<file path="src/rtl/mem_master.sv">
// Burst read/write initiator for a 512x32 synchronous RAM with a 1-cycle registered read.
// Optional macro MEM_MASTER_BOUNDS_EN rejects bursts that run past the top address and sets a sticky err.
module mem_master #(
  parameter int ADDR_W  = 9,
  parameter int DATA_W  = 32,
  parameter int BURST_W = 4
) (
  input  logic              clock,
  input  logic              reset_n,
  input  logic              req_valid,
  output logic              req_ready,
  input  logic              req_we,
  input  logic [ADDR_W-1:0] req_addr,
  input  logic [BURST_W-1:0] req_len,
  input  logic              wdata_valid,
  output logic              wdata_ready,
  input  logic [DATA_W-1:0] wdata,
  output logic              rsp_valid,
  output logic [DATA_W-1:0] rsp_data,
  output logic              done,
  output logic              err,
  output logic              read,
  output logic              write,
  output logic [ADDR_W-1:0] addr,
  output logic [DATA_W-1:0] BusMuxOut,
  input  logic [DATA_W-1:0] MDataIn
);

  typedef enum logic [2:0] {IDLE, RD, RD_DRAIN, WR, FIN} state_t;

  state_t               state;
  logic [ADDR_W-1:0]    ptr;
  logic [BURST_W-1:0]   remaining;
  logic                 rd_inflight;
  logic                 out_of_range;

`ifdef MEM_MASTER_BOUNDS_EN
  logic [ADDR_W:0] end_addr;
  logic            err_q;

  // The carry bit of start+len marks a burst that would cross the top word.
  assign end_addr     = {1'b0, req_addr} + {{(ADDR_W+1-BURST_W){1'b0}}, req_len};
  assign out_of_range = end_addr[ADDR_W];
  assign err          = err_q;

  always_ff @(posedge clock or negedge reset_n) begin
    if (!reset_n)
      err_q <= 1'b0;
    else if (state == IDLE && req_valid && out_of_range)
      err_q <= 1'b1;
  end
`else
  assign out_of_range = 1'b0;
  assign err          = 1'b0;
`endif

  // NOTE: every register here uses <= so all branches see pre-edge values;
  // a blocking = would let later statements observe half-updated state.
  always_ff @(posedge clock or negedge reset_n) begin
    if (!reset_n) begin
      state       <= IDLE;
      req_ready   <= 1'b1;
      wdata_ready <= 1'b0;
      read        <= 1'b0;
      write       <= 1'b0;
      addr        <= '0;
      BusMuxOut   <= '0;
      ptr         <= '0;
      remaining   <= '0;
      rd_inflight <= 1'b0;
      rsp_valid   <= 1'b0;
      rsp_data    <= '0;
      done        <= 1'b0;
    end else begin
      // Two-stage return path: RAM output register, then our response register.
      rd_inflight <= read;
      rsp_valid   <= rd_inflight;
      if (rd_inflight)
        rsp_data <= MDataIn;
      done  <= 1'b0;
      write <= 1'b0;

      case (state)
        IDLE: begin
          if (req_valid) begin
            req_ready <= 1'b0;
            remaining <= req_len;
            addr      <= req_addr;
            if (out_of_range) begin
              state <= FIN;
              done  <= 1'b1;
            end else if (req_we) begin
              state       <= WR;
              wdata_ready <= 1'b1;
              ptr         <= req_addr;
            end else begin
              state <= RD;
              read  <= 1'b1;
              ptr   <= req_addr + ADDR_W'(1);
            end
          end
        end

        RD: begin
          if (remaining == '0) begin
            read  <= 1'b0;
            state <= RD_DRAIN;
          end else begin
            remaining <= remaining - BURST_W'(1);
            addr      <= ptr;
            ptr       <= ptr + ADDR_W'(1);
          end
        end

        // Last beat is on rsp_valid once nothing is left in the return path.
        RD_DRAIN: begin
          if (rsp_valid && !rd_inflight) begin
            state <= FIN;
            done  <= 1'b1;
          end
        end

        // wdata_ready low inside WR means the final strobe is on the bus now.
        WR: begin
          if (!wdata_ready) begin
            state <= FIN;
            done  <= 1'b1;
          end else if (wdata_valid) begin
            write     <= 1'b1;
            BusMuxOut <= wdata;
            addr      <= ptr;
            ptr       <= ptr + ADDR_W'(1);
            if (remaining == '0)
              wdata_ready <= 1'b0;
            else
              remaining <= remaining - BURST_W'(1);
          end
        end

        FIN: begin
          state     <= IDLE;
          req_ready <= 1'b1;
        end

        default: begin
          state     <= IDLE;
          req_ready <= 1'b1;
        end
      endcase
    end
  end

endmodule

</file>
<file path="config.mk">
export PLATFORM = sky130hd
export DESIGN_NAME = mem_master
export DESIGN_NICKNAME = d
export VERILOG_FILES = /design/src/rtl/mem_master.sv
export SDC_FILE = /design/constraint.sdc
export NUM_CORES = 1
export LEC_CHECK = 0
export ABC_AREA = 1
export CORE_MARGIN = 3
export CORE_UTILIZATION = 23
export DETAILED_ROUTE_END_ITERATION = 8
export MAX_ROUTING_LAYER = met4
export PLACE_DENSITY = 0.55
export SLEW_MARGIN = 20
export SYNTH_ARGS = -nofsm -noshare
export SYNTH_HDL_FRONTEND = slang
export SYNTH_SLANG_ARGS = --single-unit
</file>
<file path="constraint.sdc">
create_clock -name clock -period 1.8 [get_ports clock]
set_input_delay 0.36 -clock clock [delete_from_list [all_inputs] [get_ports clock]]
set_output_delay 0.36 -clock clock [all_outputs]
set_load 0.02 [all_outputs]
</file>
## Yosys cells after proc, flatten, opt, wreduce, memory -nomap -nowiden

Cells that the tools add are included.

| storage, ports and cells | value |
|---|---|
| register bits | 96 |
| input bits | 82 |
| output and inout bits | 80 |
| word-level logic and storage cells | 84 |

| operators by class | value |
|---|---|
| add/sub/neg operators | 3 |
| eq/ne operators | 12 |
| mux-type cells | 40 |
| bitwise operators | 1 |
| reduce and logical (&&, ||, !) cells | 15 |

Operators by type and width:

| operator | count |
|---|---|
| 2-to-1 mux 9 bit | 9 |
| case mux 9 bit (3 select lines) | 2 |
| adder 9 x 1 -> 9 bit (second input constant) | 2 |
| inequality test 2 bit (second input constant) | 9 |
| 2-to-1 mux 4 bit | 4 |
| 2-to-1 mux 1 bit | 14 |
| 2-to-1 mux 3 bit | 4 |
| case mux 3 bit (4 select lines) | 1 |
| case mux 4 bit (3 select lines) | 1 |
| AND reduction 4 bit | 3 |
| case mux 1 bit (2 select lines) | 4 |
| equality test 3 x 2 -> 1 bit (second input constant) | 2 |
| AND reduction 3 bit | 2 |
| AND reduction 5 bit | 1 |
| logical NOT 4 bit | 1 |
| nonzero test 2 bit | 2 |
| subtractor 4 x 1 -> 4 bit (second input constant) | 1 |
| equality test 3 x 1 -> 1 bit (second input constant) | 1 |
| logical NOT 3 bit | 1 |
| nonzero test 3 bit | 1 |
| OR reduction 3 bit | 1 |
| 2-to-1 mux 2 bit | 1 |
| AND reduction 2 bit | 1 |
| logical AND 1 bit | 1 |
| other kinds (2) | 2 |

## Longest topological paths before layout

Gate-level depths: netlist of run 1.

| depth | value |
|---|---|
| depth after elaboration | 5 |
| mapped depth | 10 |
| mapped depth without buffers | 10 |

## Worst setup path before layout of run 1

Ideal clock, no wire load.

| timing path | value |
|---|---|
| kind | flip-flop to flip-flop |
| from | register state[2] |
| to | register BusMuxOut[10] |
| library setup time | 0.117 ns |
| arrival time | 1.298 ns |
| data required time | 1.683 ns |
| slack | 0.385 ns |
| stages on the path, launching flop included | 8 |
| path buffers | 1 |
| period minus slack after synthesis | 1.415 ns |
| cell sequence | dfrtp_1 > nor2_1 > nand2_1 > nor2_2 > inv_2 > clkbuf_1 > nand2_1 > nand2_1 |

| on the way | value |
|---|---|
| cells in the longest elaborated chain, start to end | 2 |

RTL lines:

| element | line | RTL |
|---|---|---|
| start, declared | 31 | `state_t state;` |
| start signal, assigned | 61 | `state <= IDLE;` |
| start signal, assigned | 90 | `state <= FIN;` |
| start signal, assigned | 93 | `state <= WR;` |
| equality test 3 x 2 -> 1 bit | 83 | `case (state)` |
| AND reduction 3 bit (no line) | - |  |
| end signal, assigned | 130 | `BusMuxOut <= wdata;` |
| end, declared | 25 | `output logic [DATA_W-1:0] BusMuxOut,` |

No other way between the ends.
A chain may end at the register's enable or synchronous reset.

## Worst setup path after layout of run 1

| timing path | value |
|---|---|
| from | register addr[1] |
| to | output addr[1] |

RTL lines:

| element | line | RTL |
|---|---|---|
| start, declared | 24 | `output logic [ADDR_W-1:0] addr,` |
| start signal, assigned | 88 | `addr <= req_addr;` |
| start signal, assigned | 110 | `addr <= ptr;` |
| start signal, assigned | 131 | `addr <= ptr;` |

No word-level cell between the ends.

==> results_dict.tcl, run 1 <==
set metrics [dict create \
    clk_latency_ns 0.34 \
    detailedPlace.worstSlack_ns -0.0374 \
    final_max_slew_viol_count 0 \
    firstDrtPassIters 5 \
    via_count 3959 \
    ys_seq_elements 96 \
    num-fill-cells 1881 \
    fmax_mhz 576 \
    routed_wl_um 12700 \
    core_um2 18100 \
    drc 0 \
    synth_edf_count 0 \
    period_minus_slack_ns 1.74 \
    grt_pass1_vias 3811 \
    yosysMostFrequentCell "nand2_1" \
    multi_input_area_um2 1670 \
    die_w_um 143 \
    path_max_fanout 2 \
    grt_max_degree 51 \
    critPathMaxStageDelay_ns 0.68 \
    slew_headroom_pct 62.5 \
    critPathSlowestCell "clkdlybuf4s50_1" \
    netlist_top_cells_count "nand2_1 (284), dfrtp_1 (95), inv_1 (34)" \
    dieHeight_um 143 \
    path_cells "clkdlybuf4s50_1" \
    overflow 0 \
    io_pins 162 \
    grtUsageMet3_pct 2.04 \
    end_kind "output pin" \
    final_util_pct 36.4 \
    crit_family "buffers and inverters" \
    setup_viol 0 \
    clkTransAtPathRegs_ns 0.07 \
    syn_area_um2 4310 \
    p_per_area_nw_per_um2 709 \
    finClkSkew_ns 0.00581 \
    ys_warn_count 0 \
    place.gp.congestion 0.770 \
    cap_violations 0 \
    p_total_mw 4.68 \
    diodes 0 \
    path_buf_inv 1 \
    drive_above_1_share_pct 7.04 \
    synth_nets 630 \
    synth_top_area_share_pct 55.2 \
    critPathLaunchType "flop" \
    syn_avg_cell_area_um2 7.90 \
    rows 49 \
    power.switching_mw 1.09 \
    p_seq_share_pct 47.3 \
    ys_top_cells_by_area "dfrtp_1 (55%), nand2_1 (25%), inv_1 (3.0%), nand3_1 (2.9%), o21ai_0 (2.6%)" \
    hold_viol_final 0 \
    worstMarginPinSlew_ns 0.562 \
    status "finished clean" \
    cts_tree "done" \
    vias_per_cell 4.15 \
    syn_inst 545 \
    gr-usage-all-layers_pct 13.0 \
    p_int_mw 3.59 \
    cellLeakagePower_nw 3.22 \
    grt_pass1_wl_um 20500 \
    min_path_type "in -> async" \
    p_comb_share_pct 10.2 \
    synth_cell_type_count 27 \
    critPathArrivalTime_ns 1.38 \
    final_nets 804 \
    htree_levels 3 \
    switching_share_pct 23.4 \
    initialDrtViolationCount 254 \
    irDropWorstVdd_mv 0.401 \
    drt.antenna.violating_nets 0 \
    numCtsBuffers 9 \
    setup_ws_ns 0.0634 \
    io_buffers 160 \
    clkPwrFrac_pct 42.5 \
    start_util_pct 23.7 \
    yosysSeqAreaShare_pct 55.8 \
    layout.area.seq_um2 2400 \
    cts.sinks 96 \
    dp_hpwl_um 9160 \
    cp.required_ns 1.44 \
    cts_root_buf "clkbuf_16" \
    syn_to_final_growth_pct 53.4 \
    grtUsageMet1_pct 17.4 \
    fp.dieArea_um2 20400 \
    wl_per_cell_um 13.3 \
    criticalPathCategory "reg -> out" \
    yosysTopAreaCell "dfrtp_1" \
    busiest_layer "met2" \
    synthArstFlopShare_pct 100 \
    cts_buffer_depth 2 \
    fin_crit_sh_pct 96.5 \
    grt_antenna_before_repair 0 \
    rsz0062_at_grt "false" \
    use_met2_pct 19.7 \
    synthFlopType "dfrtp_1" \
]
final timing paths:
check                                   end      from  cells after the start  slack, ns
worst max-delay path                addr[1]   addr[1]                      1       0.06
worst min-delay path            rsp_data[7]   reset_n                      2       0.36
worst max register to register       ptr[8]  state[2]                      8       0.20
worst min register to register  rd_inflight      read                      0       0.40
max in group asynchronous         req_ready   reset_n                      3       0.94
min in group clock              rd_inflight      read                      0       0.40
what timing repair did:
| action | 4_1_cts | 5_1_grt |
|---|---|---|
| setup buffers | 0 | 0 |
| endpoints found under the setup margin | 2 | 0 |
| hold buffers | 1 | 0 |
| endpoints found under the hold margin | 1 | 0 |
| resized for setup | 2 | 0 |
area by class of cell:
| cell class | count | area share [%] |
|---|---|---|
| clock inverter | 6 | 1.02 |
| timing repair buffer | 184 | 27.3 |
| sequential | 96 | 36.4 |
| multi-input combinational | 391 | 25.2 |
| clock buffer | 10 | 3.62 |
| tap | 229 | 4.34 |
| inverter | 37 | 2.10 |
placed cells by master (no fill, tap or decap), types with 3 or more instances in the layout:
cell / Yosys / layout
ha_1: 3 / 3
clkbuf_16: 0 / 9
nor2_2: 3 / 3
o211ai_1: 7 / 7
nand2_1: 284 / 284
dfrtp_1: 95 / 95
clkdlybuf4s50_1: 0 / 157
inv_2: 3 / 3
o21ai_0: 22 / 22
buf_4: 4 / 22
nor2_1: 21 / 21
nand3_1: 25 / 25
inv_1: 34 / 34
xor2_1: 3 / 3
a21oi_1: 6 / 6
nand4_1: 5 / 5
cell families (layout without fill, tap and decap cells):
family                   count (synthesis)  in the layout  share of synthesized area, %
buffers and inverters                   58            237                          5.52
adder cells (fa/ha/maj)                  3              3                         0.872
flip-flops                              96             96                          55.8
AND/OR/NAND/NOR                        342            342                          31.5
AO/OA/AOI/OAI                           41             41                          5.40
other                                    1              1                        0.0871
XOR/XNOR                                 4              4                         0.814
power groups by stage:
stage | sequential [mW] | clock, mW | combinational [mW]
final | 2.22 | 1.99 | 0.476
after global routing | 2.22 | 2.17 | 0.520
after CTS | 2.21 | 2.08 | 0.486
after detailed placement | 2.26 | 0 | 0.482
after global placement | 2.26 | 0 | 0.483
after floorplan | 2.30 | 0 | 0.0799
layer usage:
metal	routed length, µm	vias to the layer above
li1	-	2032
met1	6120	1821
met2	5840	91
met3	476	15
met4	235	0
met5	0	-
registers in the layout (all words and copies together) (netlist names), 3 cells and up:
name       flops
addr           9
remaining      4
BusMuxOut     32
ptr            9
state          3
rsp_data      32
worst reg2reg max path: stages, from the launching register on:
cell and delay (ns):
dfrtp_1 0.46, nor2_2 0.21, nand2_1 0.13, nor2_2 0.20, nor2_4 0.07, inv_2 0.24
nand2_1 0.09, inv_1 0.06, nor2_1 0.04
through the flow:
step | TNS [ns] | instances | hold WS, ns | cell area (µm²)
2_1_floorplan | 0 | 545 | 0.0644 | 4310
3_3_place_gp | -0.0758 | 936 | 0.166 | 6290
3_5_place_dp | -0.152 | 936 | 0.169 | 6290
4_1_cts | 0 | 953 | 0.341 | 6610
5_1_grt | 0 | 953 | 0.367 | 6610
6_report | 0 | 953 | 0.356 | 6610
No activity file was read; power rests on OpenSTA's default activity.
==> inputs of run 2 (changes only) <==
--- a/config.mk
+++ b/config.mk
@@ -11,7 +11,7 @@
 export DETAILED_ROUTE_END_ITERATION = 8
 export MAX_ROUTING_LAYER = met4
 export PLACE_DENSITY = 0.55
-export SLEW_MARGIN = 20
+export SLEW_MARGIN = 5
 export SYNTH_ARGS = -nofsm -noshare
 export SYNTH_HDL_FRONTEND = slang
 export SYNTH_SLANG_ARGS = --single-unit
==> results of run 2 <==
The final DEF is identical to that of run 1; final timing and power are the same.
==> inputs of run 3 (changes only) <==
--- a/config.mk
+++ b/config.mk
@@ -6,11 +6,11 @@
 export NUM_CORES = 1
 export LEC_CHECK = 0
 export ABC_AREA = 1
-export CORE_MARGIN = 3
-export CORE_UTILIZATION = 23
+export CORE_MARGIN = 1.5
+export CORE_UTILIZATION = 44
 export DETAILED_ROUTE_END_ITERATION = 8
 export MAX_ROUTING_LAYER = met4
-export PLACE_DENSITY = 0.55
+export PLACE_DENSITY = 0.88
 export SLEW_MARGIN = 5
 export SYNTH_ARGS = -nofsm -noshare
 export SYNTH_HDL_FRONTEND = slang
==> run 3 against run 2 <==
  * Worst hold slack gained 0.052 ns
  * Clock-buffer cell count unchanged
  * Sequential share of layout area up 1.5 points
  * Routed wire length fell by 9.9%
  * Combinational power shrank 2%
  * Sequential power barely moved
  * Clock power down 28%
  * Critical endpoint is now rsp_valid
==> results_dict.tcl, run 3 (synthesis gave the netlist of run 1 again) <==
set metrics [dict create \
    min_path_type "reg -> reg" \
    worst-r2r-cell-count 9 \
    p_comb_share_pct 11.4 \
    whs_ns 0.408 \
    die_w_um 102 \
    via_count 4156 \
    clkPwrFrac_pct 34.8 \
    setup_ws_ns 0.0883 \
    final_common_cell "nand2_1" \
    core_um2 9370 \
    criticalPathCategory "reg -> out" \
    layout.area.seq_um2 2400 \
    io_buffers 160 \
    syn_to_final_growth_pct 47.4 \
    cellLeakagePower_nw 3.16 \
    irDropWorstVdd_mv 0.392 \
    critPathArrivalTime_ns 1.35 \
    vias_per_cell 4.90 \
    rsz0062_at_grt "false" \
    setup_viol 0 \
    fp.dieArea_um2 10400 \
    fin_crit_sh_pct 95.1 \
    grt_antenna_before_repair 0 \
    dieHeight_um 102 \
    p_int_mw 3.15 \
    worstMarginPinSlew_ns 0.541 \
    num-fill-cells 763 \
    top_layer "met4" \
    cts_setup_buffers 0 \
    clkTransAtPathRegs_ns 0.09 \
    critPathMaxStageDelay_ns 0.63 \
    grt_pass1_vias 4186 \
    wl_met1_um 4500 \
    cts_buffer_depth 2 \
    routed-wl-met2_um 5870 \
    cp_num_cells 1 \
    initialDrtViolationCount 154 \
    dp_hpwl_um 8820 \
    diodes 0 \
    final_nets 799 \
    numCtsBuffers 9 \
    critPathSlowestCell "clkdlybuf4s50_1" \
    drive_above_1_share_pct 6.40 \
    end_kind "output pin" \
    startpoint "rsp_valid" \
    cts.sinks 96 \
    final_util_pct 67.7 \
    rows 35 \
    p_per_area_nw_per_um2 648 \
    clk_latency_ns 0.35 \
    r2r_start "state[2]" \
    slew_headroom_pct 63.9 \
    path_cells "clkdlybuf4s50_1" \
    period_minus_slack_ns 1.71 \
    dr_wl_met3_um 758 \
    cts_root_buf "clkbuf_8" \
    mostFrequentLayoutCells "nand2_1 (284), clkdlybuf4s50_1 (157), dfrtp_1 (95), inv_1 (34), nand3_1 (25)" \
    switching_share_pct 23.5 \
    path_buf_inv 1 \
    start_util_pct 46.0 \
    min_path_cells 0 \
    largest_registers "BusMuxOut x32, rsp_data x32" \
    p_seq_share_pct 53.9 \
    p_total_mw 4.11 \
    place.gp.congestion 0.872 \
    fmax_mhz 584 \
    grt_pass1_wl_um 18600 \
    cp.required_ns 1.44 \
    drt.antenna.violating_nets 0 \
    power.switching_uw 968 \
    cap_violations 0 \
    final_max_slew_viol_count 0 \
    path_max_fanout 2 \
    crit_family "buffers and inverters" \
    finClkSkew_ns 0.0129 \
    finalSetupTns_ns 0 \
    hold_start "read" \
    wl_per_cell_um 13.5 \
    gr-usage-all-layers_pct 23.2 \
    status "finished clean" \
    htree_levels 3 \
    detailedPlace.worstSlack_ns -0.0745 \
    cts_tree "done" \
    routed_wl_um 11400 \
    drc 0 \
    multi_input_area_um2 1670 \
    hold_viol_final 0 \
    overflow 0 \
    io_pins 162 \
    grt_max_degree 37 \
    firstDrtPassIters 4 \
    critPathLaunchType "flop" \
]
-- run 3: metrics by stage --
step | cells | area, µm²
3_3_place_gp | 831 | 6130
3_5_place_dp | 831 | 6130
5_1_grt | 848 | 6350
6_report | 848 | 6350
2_1_floorplan | 545 | 4310
4_1_cts | 848 | 6340
-- run 3: path summary, 6_finish.rpt --
path	to	slack (ns)
worst max-delay path	rsp_valid	0.09
worst min-delay path	rd_inflight	0.41
worst max register to register	ptr[6]	0.18
worst min register to register	rd_inflight	0.41
max in group asynchronous	BusMuxOut[16]	0.62
min in group asynchronous	addr[2]	0.51
-- run 3: final cells by class --
class	instances	share of cell area, %
clock buffer	10	2.17
tap	129	2.54
timing repair buffer	179	27.9
inverter	37	2.19
multi-input combinational	391	26.3
clock inverter	6	1.04
sequential	96	37.9
-- run 3: power groups by stage --
| stage | Sequential, mW | Combinational, mW | Clock (mW) |
|---|---|---|---|
| 6_report | 2.22 | 0.467 | 1.43 |
| 5_1_grt | 2.22 | 0.509 | 1.57 |
| 4_1_cts | 2.22 | 0.472 | 1.46 |
| 3_5_place_dp | 2.26 | 0.468 | 0 |
| 3_3_place_gp | 2.26 | 0.460 | 0 |
| 2_1_floorplan | 2.30 | 0.0799 | 0 |
-- run 3: layer usage --
metal	global-route usage, %	up-vias
met3	4.51	29
met5	-	-
met1	25.6	1945
met2	41.3	162
met4	8.85	0
li1	-	2020
-- run 3: what timing repair did --
| action | CTS | global route |
|---|---|---|
| endpoints found under the hold margin | 31 | 0 |
| resized for setup | 1 | 2 |
| cloned | 0 | 0 |
| endpoints found under the setup margin | 1 | 2 |
| hold buffers | 1 | 0 |
